===== config.mk =====
export PLATFORM = sky130hd
export DESIGN_NAME = spi_multi_core
export DESIGN_NICKNAME = d
export VERILOG_FILES = /design/src/rtl/spi_pkg.sv /design/src/rtl/spi_shift_engine.sv /design/src/rtl/spi_multi_core.sv
export SDC_FILE = /design/constraint.sdc
export NUM_CORES = 1
export LEC_CHECK = 0
export ABC_AREA = 1
export CAP_MARGIN = 10
export CORE_MARGIN = 3
export CORE_UTILIZATION = 30
export CTS_CLUSTER_DIAMETER = 200
export DETAILED_ROUTE_END_ITERATION = 8
export GPL_ROUTABILITY_DRIVEN = 0
export SLEW_MARGIN = 15
export SYNTH_ARGS = -nofsm -noshare
export SYNTH_HDL_FRONTEND = slang
export SYNTH_SLANG_ARGS = --single-unit

===== constraint.sdc =====
create_clock -name clk -period 3.3 [get_ports clk]
set_input_delay 0.495 -clock clk [delete_from_list [all_inputs] [get_ports clk]]
set_output_delay 0.495 -clock clk [all_outputs]
set_load 0.02 [all_outputs]

===== src/rtl/spi_pkg.sv =====
// Shared types and constants for the multi-slave SPI master slot.
package spi_pkg;

  // Transfer sequencer states: idle, first half-bit, second half-bit.
  typedef enum logic [1:0] {
    ST_IDLE = 2'd0,
    ST_P0   = 2'd1,
    ST_P1   = 2'd2
  } spi_state_t;

  // Register word addresses (only addr[1:0] is decoded).
  localparam logic [1:0]  ADDR_SS    = 2'd1;
  localparam logic [1:0]  ADDR_DATA  = 2'd2;
  localparam logic [1:0]  ADDR_CTRL  = 2'd3;

  // Half-period divisor loaded at reset.
  localparam logic [15:0] DVSR_RESET = 16'd199;

  // Serial clock level for a given state: cpol when idle, otherwise
  // the phase-adjusted level that flips between the two half-bits.
  function automatic logic sclk_level(input spi_state_t st,
                                      input logic       cpol,
                                      input logic       cpha);
    logic lvl;
    case (st)
      ST_P0:   lvl = cpol ^ cpha;
      ST_P1:   lvl = cpol ^ cpha ^ 1'b1;
      default: lvl = cpol;
    endcase
    return lvl;
  endfunction

endpackage


===== src/rtl/spi_shift_engine.sv =====
// Serial engine: sequencer, half-period and bit counters, shifter,
// receive buffer and the ready/done status flags.
module spi_shift_engine
  import spi_pkg::*;
#(
  parameter int W = 8
) (
  input  logic         clk,
  input  logic         reset,
  input  logic         start,
  input  logic [W-1:0] tx_data,
  input  logic [15:0]  dvsr,
  input  logic         cpol,
  input  logic         cpha,
  input  logic         lsb_first,
  input  logic         miso,
  output logic         sclk,
  output logic         mosi,
  output logic         ready,
  output logic         done,
  output logic [W-1:0] rx_data
);

  spi_state_t   state_r;
  logic [15:0]  half_cnt_r;
  logic [4:0]   bit_cnt_r;
  logic [W-1:0] shift_r;
  logic         miso_bit_r;
  logic         ready_r;
  logic         done_r;
  logic [W-1:0] rx_data_r;

  logic         half_end_s;
  logic         last_bit_s;
  logic [W-1:0] shift_next_s;

  // Half-bit end, last-bit detect and the shifter's next value; the bit
  // sampled at the end of P0 enters on the side opposite the output bit.
  always_comb begin
    half_end_s = (half_cnt_r == dvsr);
    last_bit_s = (bit_cnt_r == 5'(W - 1));
    if (lsb_first) begin
      shift_next_s = {miso_bit_r, shift_r[W-1:1]};
    end else begin
      shift_next_s = {shift_r[W-2:0], miso_bit_r};
    end
  end

  // Pin levels decoded from registered state; mosi is held low while idle.
  always_comb begin
    sclk = sclk_level(state_r, cpol, cpha);
    if (state_r == ST_IDLE) begin
      mosi = 1'b0;
    end else if (lsb_first) begin
      mosi = shift_r[0];
    end else begin
      mosi = shift_r[W-1];
    end
  end

  // Transfer sequencer with its counters, shifter and status registers.
  always_ff @(posedge clk or posedge reset) begin
    if (reset) begin
      state_r    <= ST_IDLE;
      half_cnt_r <= 16'd0;
      bit_cnt_r  <= 5'd0;
      shift_r    <= '0;
      miso_bit_r <= 1'b0;
      ready_r    <= 1'b1;
      done_r     <= 1'b0;
      rx_data_r  <= '0;
    end else begin
      case (state_r)
        ST_IDLE: begin
          if (start) begin
            state_r    <= ST_P0;
            half_cnt_r <= 16'd0;
            bit_cnt_r  <= 5'd0;
            shift_r    <= tx_data;
            ready_r    <= 1'b0;
            done_r     <= 1'b0;
          end
        end
        ST_P0: begin
          if (half_end_s) begin
            half_cnt_r <= 16'd0;
            miso_bit_r <= miso;
            state_r    <= ST_P1;
          end else begin
            half_cnt_r <= half_cnt_r + 16'd1;
          end
        end
        ST_P1: begin
          if (half_end_s) begin
            half_cnt_r <= 16'd0;
            shift_r    <= shift_next_s;
            if (last_bit_s) begin
              state_r   <= ST_IDLE;
              rx_data_r <= shift_next_s;
              ready_r   <= 1'b1;
              done_r    <= 1'b1;
            end else begin
              bit_cnt_r <= bit_cnt_r + 5'd1;
              state_r   <= ST_P0;
            end
          end else begin
            half_cnt_r <= half_cnt_r + 16'd1;
          end
        end
        default: begin
          state_r <= ST_IDLE;
        end
      endcase
    end
  end

  assign ready   = ready_r;
  assign done    = done_r;
  assign rx_data = rx_data_r;

endmodule


===== src/rtl/spi_multi_core.sv =====
// SPI master slot: register decode, configuration registers and slave
// selects around a single shift engine.
module spi_multi_core
  import spi_pkg::*;
#(
  parameter int W = 8,
  parameter int S = 1
) (
  input  logic         clk,
  input  logic         reset,
  input  logic         cs,
  input  logic         read,
  input  logic         write,
  input  logic [4:0]   addr,
  input  logic [31:0]  wr_data,
  output logic [31:0]  rd_data,
  output logic         spi_sclk,
  output logic         spi_mosi,
  input  logic         spi_miso,
  output logic [S-1:0] spi_ss_n
);

  logic [S-1:0] ss_n_r;
  logic [15:0]  dvsr_r;
  logic         cpol_r;
  logic         cpha_r;
  logic         lsb_first_r;

  logic         ready_s;
  logic         done_s;
  logic [W-1:0] rx_data_s;
  logic         ss_wr_s;
  logic         data_wr_s;
  logic         ctrl_wr_s;
  logic         unused_s;

  // Reads have no side effects, so the read strobe and upper address bits
  // are intentionally left undecoded.
  assign unused_s = ^{read, addr[4:2], wr_data};

  // Write decode; DATA and CTRL are locked out while a frame is in flight
  // so configuration cannot change underneath the engine.
  always_comb begin
    ss_wr_s   = cs & write & (addr[1:0] == ADDR_SS);
    data_wr_s = cs & write & (addr[1:0] == ADDR_DATA) & ready_s;
    ctrl_wr_s = cs & write & (addr[1:0] == ADDR_CTRL) & ready_s;
  end

  // Slave-select and configuration registers.
  always_ff @(posedge clk or posedge reset) begin
    if (reset) begin
      ss_n_r      <= '1;
      dvsr_r      <= DVSR_RESET;
      cpol_r      <= 1'b0;
      cpha_r      <= 1'b0;
      lsb_first_r <= 1'b0;
    end else begin
      if (ss_wr_s) begin
        ss_n_r <= wr_data[S-1:0];
      end
      if (ctrl_wr_s) begin
        dvsr_r      <= wr_data[15:0];
        cpol_r      <= wr_data[16];
        cpha_r      <= wr_data[17];
        lsb_first_r <= wr_data[18];
      end
    end
  end

  // Status word; for W above 30 the flags overlay the top data bits.
  always_comb begin
    rd_data          = 32'd0;
    rd_data[W-1:0]   = rx_data_s;
    rd_data[30]      = done_s;
    rd_data[31]      = ready_s;
  end

  spi_shift_engine #(
    .W (W)
  ) u_engine (
    .clk       (clk),
    .reset     (reset),
    .start     (data_wr_s),
    .tx_data   (wr_data[W-1:0]),
    .dvsr      (dvsr_r),
    .cpol      (cpol_r),
    .cpha      (cpha_r),
    .lsb_first (lsb_first_r),
    .miso      (spi_miso),
    .sclk      (spi_sclk),
    .mosi      (spi_mosi),
    .ready     (ready_s),
    .done      (done_s),
    .rx_data   (rx_data_s)
  );

  assign spi_ss_n = ss_n_r;

endmodule


After elaboration in Yosys (flattened, before gate mapping)
Index checks and enable logic that the tools add are counted.
{"block": "classes", "bitwise": 8, "reduce_logical": 11, "n_mux": 23, "add_sub_neg": 2, "n_eq_ne": 12}
{"operator": "16-bit 2-to-1 mux", "count": 2}
{"operator": "16-bit one-hot mux with 2 select lines", "count": 1}
{"operator": "8-bit 2-to-1 mux", "count": 3}
{"operator": "16-bit by 1-bit adder with 16-bit output (second input constant)", "count": 1}
{"operator": "16-bit == test", "count": 1}
{"operator": "8-bit one-hot mux with 2 select lines", "count": 1}
{"operator": "5-bit 2-to-1 mux", "count": 3}
{"operator": "5-bit one-hot mux with 2 select lines", "count": 1}
{"operator": "3-bit AND reduction", "count": 3}
{"operator": "4-bit AND reduction", "count": 2}
{"operator": "1-bit AND", "count": 6}
{"operator": "2-bit == test (second input constant)", "count": 3}
{"operator": "1-bit 2-to-1 mux", "count": 6}
{"operator": "2-bit 2-to-1 mux", "count": 3}
{"operator": "2-bit by 1-bit != test with 1-bit output (second input constant)", "count": 3}
{"operator": "2-bit one-hot mux with 3 select lines", "count": 1}
{"operator": "5-bit by 1-bit adder with 5-bit output (second input constant)", "count": 1}
{"operator": "5-bit by 3-bit == test with 1-bit output (second input constant)", "count": 1}
{"operator": "2-bit by 1-bit == test with 1-bit output (second input constant)", "count": 2}
{"operator": "2-bit != test (second input constant)", "count": 2}
{"operator": "1-bit one-hot mux with 2 select lines", "count": 2}
{"operator": "2-bit AND reduction", "count": 2}
{"operator": "2-bit nonzero test", "count": 2}
{"operator": "2-bit logical NOT", "count": 1}
{"operator": "other kinds (3)", "count": 3}
{"block": "totals", "wordCells": 69, "input_bits": 43, "register_bits": 62, "out_inout_bits": 35}

Longest topological paths before layout
Gate-level depths: netlist of run 1.
{"block": "logic_depth", "depth_word": 5, "ltp_mapped": 12, "depth_no_buf": 11}

Hierarchy
From an unflattened synthesis of run 1, not the netlist that was laid out.
{"block": "hier_totals", "hier_cells": 534, "hier_area_um2": 4020.1}
{"mod": "spi_shift_engine", "area_each_um2": 2770.2, "instances": 1, "cells_each": 394, "seq_area_each_um2": 1052.3}
{"mod": "spi_multi_core", "area_each_um2": 1249.9, "instances": 1, "cells_each": 140, "seq_area_each_um2": 508.0}

Worst setup path after synthesis of run 1
No wires, ideal clock.
{"block": "synth_path", "path_type": "flip-flop to output port", "startpoint": "register u_engine.state_r[0]", "endpoint": "output port spi_sclk", "n_path_buf": 1, "path_stages_with_launch": 8, "slack_ns": 1.360, "required_ns": 2.805, "t_arrival_ns": 1.445, "cell_sequence": "dfrtp_1 inv_1 ha_1 inv_1 clkbuf_1 nand2_1 o211ai_1 o21ai_0"}
{"block": "synth_between", "elab_chain_len": 2, "word_cells_on_any_way": 3, "cone_classes": "eq/ne: 2; mux: 1"}
{"item": "start: declaration", "line": "spi_shift_engine.sv:24", "text": "spi_state_t state_r;"}
{"item": "start signal: assignment", "line": "spi_shift_engine.sv:64", "text": "state_r <= ST_IDLE;"}
{"item": "start signal: assignment", "line": "spi_shift_engine.sv:76", "text": "state_r <= ST_P0;"}
{"item": "start signal: assignment", "line": "spi_shift_engine.sv:88", "text": "state_r <= ST_P1;"}
{"item": "2-bit == test or 2-bit by 1-bit == test with 1-bit output (tied branches)", "line": "spi_pkg.sv:25", "text": "case (st)"}
{"item": "1-bit one-hot mux with 2 select lines *", "line": "spi_pkg.sv:25"}
{"item": "end: declaration", "line": "spi_multi_core.sv:17", "text": "output logic spi_sclk,"}
Every way passes the cells marked *; elsewhere a longest branch is shown, timed or not.

Worst setup path in the final report of run 1
Ends and elaborated chain as after synthesis.

==> results of run 1 <==
## sequential cells by signal, summed over array words and instances (netlist names), 2 cells and up
register and cells:
u_engine.rx_data 8, u_engine.shift_r 8, u_engine.half_cnt_r 16, u_engine.state_r 2, dvsr_r 16, u_engine.bit_cnt_r 5
## area by class of cell
cell class / instances / area (um^2)
clock buffer: 11 / 243
clock inverter: 5 / 36.3
timing repair buffer: 42 / 423
multi-input combinational: 364 / 1730
fill: 1304 / 7640
tap: 168 / 210
sequential: 62 / 1560
inverter: 71 / 267
## layout by cell type, fill, tap and decap left out, types with 2 or more instances in the layout
master,netlist,layout
nand2_1,166,166
inv_1,67,66
dfrtp_1,55,55
nor2_1,46,46
o21ai_0,38,38
clkdlybuf4s50_1,0,38
conb_1,1,22
nand4_1,17,17
a21oi_1,14,14
nand3_1,11,11
xor2_1,10,10
o21ai_2,10,10
clkbuf_16,0,9
o21ai_1,7,7
dfstp_2,7,7
ha_1,6,6
inv_2,4,5
nand2_2,3,3
clkinvlp_4,0,3
buf_4,25,3
nor3_1,2,2
nand2_4,2,2
a31oi_1,2,2
mux2_2,2,2
## worst min path at each step
stage                               from        endpoint  slack, ps  cells after the start
after floorplan            u_engine.done   u_engine.done        440                      2
after global placement     u_engine.done   u_engine.done        470                      2
after detailed placement   u_engine.done   u_engine.done        470                      2
after CTS                  u_engine.done   u_engine.done        480                      2
after global routing      u_engine.ready  u_engine.ready        510                      2
final                      u_engine.done   u_engine.done        480                      2
## Yosys cell counts
cell type | n | area, um^2
nor3_1 | 2 | 10.0
inv_1 | 67 | 251
o211ai_1 | 1 | 7.51
nand4_1 | 17 | 106
clkbuf_1 | 6 | 22.5
mux2_2 | 2 | 22.5
buf_8 | 1 | 15.0
nor2_2 | 1 | 6.26
nand2_1 | 166 | 623
o21ai_2 | 10 | 87.6
o21ai_0 | 38 | 190
ha_1 | 6 | 75.1
xnor2_1 | 1 | 8.76
buf_1 | 1 | 3.75
conb_1 | 1 | 3.75
a21oi_1 | 14 | 70.1
buf_2 | 2 | 10.0
buf_4 | 25 | 188
nor2_4 | 1 | 11.3
buf_6 | 2 | 22.5
inv_2 | 4 | 15.0
nand2_2 | 3 | 18.8
o21ai_1 | 7 | 35.0
xor2_1 | 10 | 87.6
dfrtp_1 | 55 | 1380
nor2_1 | 46 | 173
nand3_1 | 11 | 55.1
nand2_4 | 2 | 22.5
dfstp_2 | 7 | 184
a31oi_1 | 2 | 12.5
o21bai_1 | 1 | 7.51
nor2_8 | 1 | 20.0
## cells by family after synthesis
group | after synthesis
flops | 62
fa+ha+maj | 6
buf+inv | 108
mux | 2
compound gates | 73
simple gates | 250
xor+xnor | 11
other cells | 1
## where the power goes
part	internal [mW]	switching, mW
clock	0.528	0.355
combinational	0.0369	0.0570
sequential	0.765	0.00213
## through the flow
stage | hold WS, ps | std cells | util, %
3_3_place_gp | 466 | 707 | 34.6
3_5_place_dp | 471 | 707 | 34.6
4_1_cts | 485 | 723 | 36.9
6_report | 478 | 723 | 36.9
5_1_grt | 513 | 723 | 36.9
2_1_floorplan | 443 | 534 | -
## worst register-to-register path, stage by stage, from the launching register on
cell	delay [ps]
dfrtp_1	390
inv_1	80
ha_1	550
nand2_1	100
nand2_1	310
inv_1	190
o21ai_0	180
o21ai_0	100
a21oi_1	120
## per-layer routing
layer  vias up  GRT usage, %  share of wire, %
met5         -             0                 0
li1       1631             -                 -
met4         0          5.05               2.0
met2        70          20.7                47
met1      1509          16.7                47
met3        17          2.59               4.0
==> flow_summary.ini, run 1 <==
[outcome]
status = finished clean

[power]
ir_worst_vdd_mv = 0.250
finalPower_mw = 1.75
leakage_nw = 2.23
power.density_nw_per_um2 = 390

[synth]
postSynthCellCount = 513
syn_area_um2 = 3740
synth-simple-area-share_pct = 28.0
post_synth_num_cell_types = 32
ys_warn_count = 0
seq_area_frac_synth_pct = 41.7
synth_mux_area_share_pct = 0.602
synth_compound_area_share_pct = 11.0
synth.avg_cell_area_um2 = 7.30
synth_top_family_by_area = simple AND/OR/NAND/NOR gates
ys_seq_elements = 62
synth-xor-area-share_pct = 2.57
synthAdderAreaFrac_pct = 2.01

[clocking]
cts_root_buffer = clkbuf_16
cts-buffers-inserted = 9
cts_setup_buffers = 0
post_cts_resized = 0
h-tree-depth = 3
worstSkewPairLatency_ps = 330
postCtsHoldBufs = 0
numClockSinks = 62
clkTransAtPathRegs_ps = 60
clockBufferDepth = 2
cts_tree = built

[placed_design]
hpwl_mm = 6.06
io_buffers = 38
post-place-ws_ps = 893
dpl_cell_area_um2 = 4190

[final_layout]
syn2layout_area_growth_pct = 19.5
drive_above_1_share_pct = 9.19
diodes = 0
finalNetCount = 599
design_area_um2 = 4470

[global_routing]
grt_pass1_wl_mm = 15.0
antenna_found_initial = 0
grt_pass1_vias = 3212
grt_overflow = 0
grt_usage_pct = 12.8
grt_max_degree = 36

[setup_path]
critPathSlowestCell = clkdlybuf4s50_1
path_max_fanout = 12
endpoint_kind = primary output
cp-start-kind = flip-flop
crit_chain = inv_1 > ha_1 > o211ai_1 > o21ai_0 > clkdlybuf4s50_1
cp.arrival_ps = 2240
reg2reg_depth = 8
crit_type = reg -> out
startpoint = u_engine.state_r[0]
regToRegStartpoint = u_engine.state_r[0]
cp.required_ps = 2800
cp_num_cells = 5
crit_buf_inv = 2
reg2reg_to = u_engine.half_cnt_r[2]
crit_family = buffers and inverters
worst_path_largest_cell_delay_ps = 630
critical_path.endpoint = spi_sclk
r2r_setup_slack_ps = 1200

[floorplanning]
start_util_pct = 30.9
die_w_um = 118
fp.dieArea_um2 = 13900
row_count = 40
die_y_um = 118
core_um2 = 12100
pin_count = 78

[timing]
slew_viol_final = 0
setup_tns_ps = 0
worst_slack_ps = 564
setup_viol = 0
max_freq_ghz = 0.366
worst_pin_slew_ps = 699
grt_setup_unrepaired = no
relSlewSlack_pct = 53.3
fin_crit_ps = 2740
period_share_pct = 82.9
fin_skew_ps = 10.6
report.final.hold_viol_count = 0

[drt]
drc = 0
routed_wl_mm = 8.30
first_pass_iters = 4
routed_via_density = 4.46
first_iter_violations = 111
post_drt_wl_per_cell_um = 11.5
vias = 3227
postRouteAntennaNets = 0

[hold_path]
hold_class = reg -> reg

[flow_run]
cap_violations = 0
Power figures use the tool's default switching activity.
==> run 2: changes to the inputs <==
clock period = 2.4 ns   (was 3.3 ns; I/O delays follow)
==> run 2 against run 1 <==
  * Hold slack worse by 220 ps
  * Sequential share of layout area decreased by 0.31 points
  * Utilization grew 0.33 points
  * Sequential cell count is the same
  * Critical path type unchanged
  * Critical endpoint is now spi_mosi
  * Clock power increased by 46%
  * Highest routed layer unchanged
  * Clock skew is 1.1 ps lower
  * Cell area increased by 0.90%
  * Combinational power up 38%
  * Die area unchanged
==> flow_summary.ini, run 2 (synthesis gave the netlist of run 1 again) <==
[outcome]
status = finished clean

[global_routing]
grt_pass1_wl_mm = 14.8
grt_pass1_vias = 3198
grt_usage_pct = 12.8
antenna_found_initial = 0
grt_overflow = 0
grt_max_degree = 37

[clocking]
cts_setup_buffers = 0
clkTransAtPathRegs_ps = 60
cts_root_buffer = clkbuf_16
cts_tree = built
h-tree-depth = 3
numClockSinks = 62
worstSkewPairLatency_ps = 330
cts-buffers-inserted = 9
clockBufferDepth = 2

[timing]
fin_skew_ps = 9.50
worst_pin_slew_ps = 531
setup_tns_ps = 0
period_share_pct = 91.2
fin_crit_ps = 2190
report.final.hold_viol_count = 0
max_freq_ghz = 0.457
setup_viol = 0
grt_setup_unrepaired = no
slew_viol_final = 0
relSlewSlack_pct = 64.3

[power]
leakage_nw = 2.26
ir_worst_vdd_mv = 0.303
power.density_nw_per_um2 = 549

[floorplanning]
fp.dieArea_um2 = 13900
start_util_pct = 30.9
die_y_um = 118
row_count = 40
pin_count = 78
die_w_um = 118
core_um2 = 12100

[setup_path]
reg2reg_to = u_engine.bit_cnt_r[0]
crit_buf_inv = 3
startpoint = u_engine.state_r[1]
r2r_setup_slack_ps = 370
cp-start-kind = flip-flop
reg2reg_depth = 8
crit_type = reg -> out
cp.required_ps = 2040
critPathSlowestCell = dfrtp_1
cpMostUsedCell = inv_1
regToRegStartpoint = u_engine.state_r[0]
endpoint_kind = primary output
crit_family = buffers and inverters
cp.arrival_ps = 1830
crit_chain = inv_1 > ha_1 > inv_1 > o21ai_0 > a21oi_1 > dlygate4sd2_1
worst_path_largest_cell_delay_ps = 400
path_max_fanout = 5

[placed_design]
io_buffers = 38
dpl_cell_area_um2 = 4220
hpwl_mm = 6.07
placed_cells = 711

[drt]
vias = 3283
drc = 0
post_drt_wl_per_cell_um = 11.8
first_pass_iters = 5
first_iter_violations = 120
routed_wl_mm = 8.55
routed_via_density = 4.52
postRouteAntennaNets = 0

[final_layout]
drive_above_1_share_pct = 9.66
final_cell_mix = nand2_1 (166), inv_1 (66), dfrtp_1 (55)
design_area_um2 = 4510
final_common_cell = nand2_1
diodes = 0
syn2layout_area_growth_pct = 20.6
finalNetCount = 603
layout.cells.non_filler = 727
largestRegisters = dvsr_r x16, u_engine.half_cnt_r x16

[hold_path]
hold_class = in -> async

[flow_run]
cap_violations = 0
[run 2: changes by cell type in the layout (fill, tap and decap cells not counted)]
cell             previous run  this run
buf_4                       3         7
clkdlybuf4s50_1            38        36
dlygate4sd2_1               0         2
bufinv_16                   0         1
clkbuf_1                    1         2
clkbuf_8                    1         0
clkinv_4                    1         0
clkinvlp_4                  3         2
inv_6                       0         1
[run 2: cell type report]
class | instances | area [um^2]
fill | 1292 | 7600
multi-input combinational | 364 | 1730
inverter | 71 | 267
sequential | 62 | 1560
clock buffer | 11 | 233
clock inverter | 5 | 58.8
timing repair buffer | 46 | 450
tap | 168 | 210
[run 2: power by group]
group / switching, mW / internal [mW] / total, mW
combinational: 0.0781 / 0.0518 / 0.130
sequential: 0.00333 / 1.05 / 1.06
clock: 0.484 / 0.806 / 1.29
[run 2: metrics by stage]
step	total power, mW	setup slack (ps)	hold WS (ps)	util [%]
floorplan	1.17	510	443	-
global placement	1.20	313	466	34.9
detailed placement	1.21	249	466	34.9
CTS	2.51	200	250	37.3
global route	2.57	82.7	272	37.3
finish	2.48	212	254	37.3
[run 2: worst max-delay path by stage]
| stage | endpoint | cells past startpoint |
|---|---|---|
| floorplan | cpha_r | 1 |
| global placement | spi_mosi | 6 |
| detailed placement | u_engine.half_cnt_r[2] | 9 |
| CTS | spi_mosi | 6 |
| global route | spi_mosi | 6 |
| finish | spi_mosi | 6 |
[run 2: timing repair]
action                                  CTS  global route
gates resized for setup                   2             0
hold buffers                              0             0
endpoints found under the setup margin    2             0
[run 2: layer usage]
metal | wire [um] | part of all wire, % | up-vias | GRT usage, %
met3 | 506 | 5.9 | 11 | 3.27
li1 | - | - | 1638 | -
met5 | 0 | 0 | - | 0
met4 | 96 | 1.1 | 0 | 3.44
met1 | 3930 | 46 | 1543 | 16.0
met2 | 4010 | 47 | 91 | 21.8
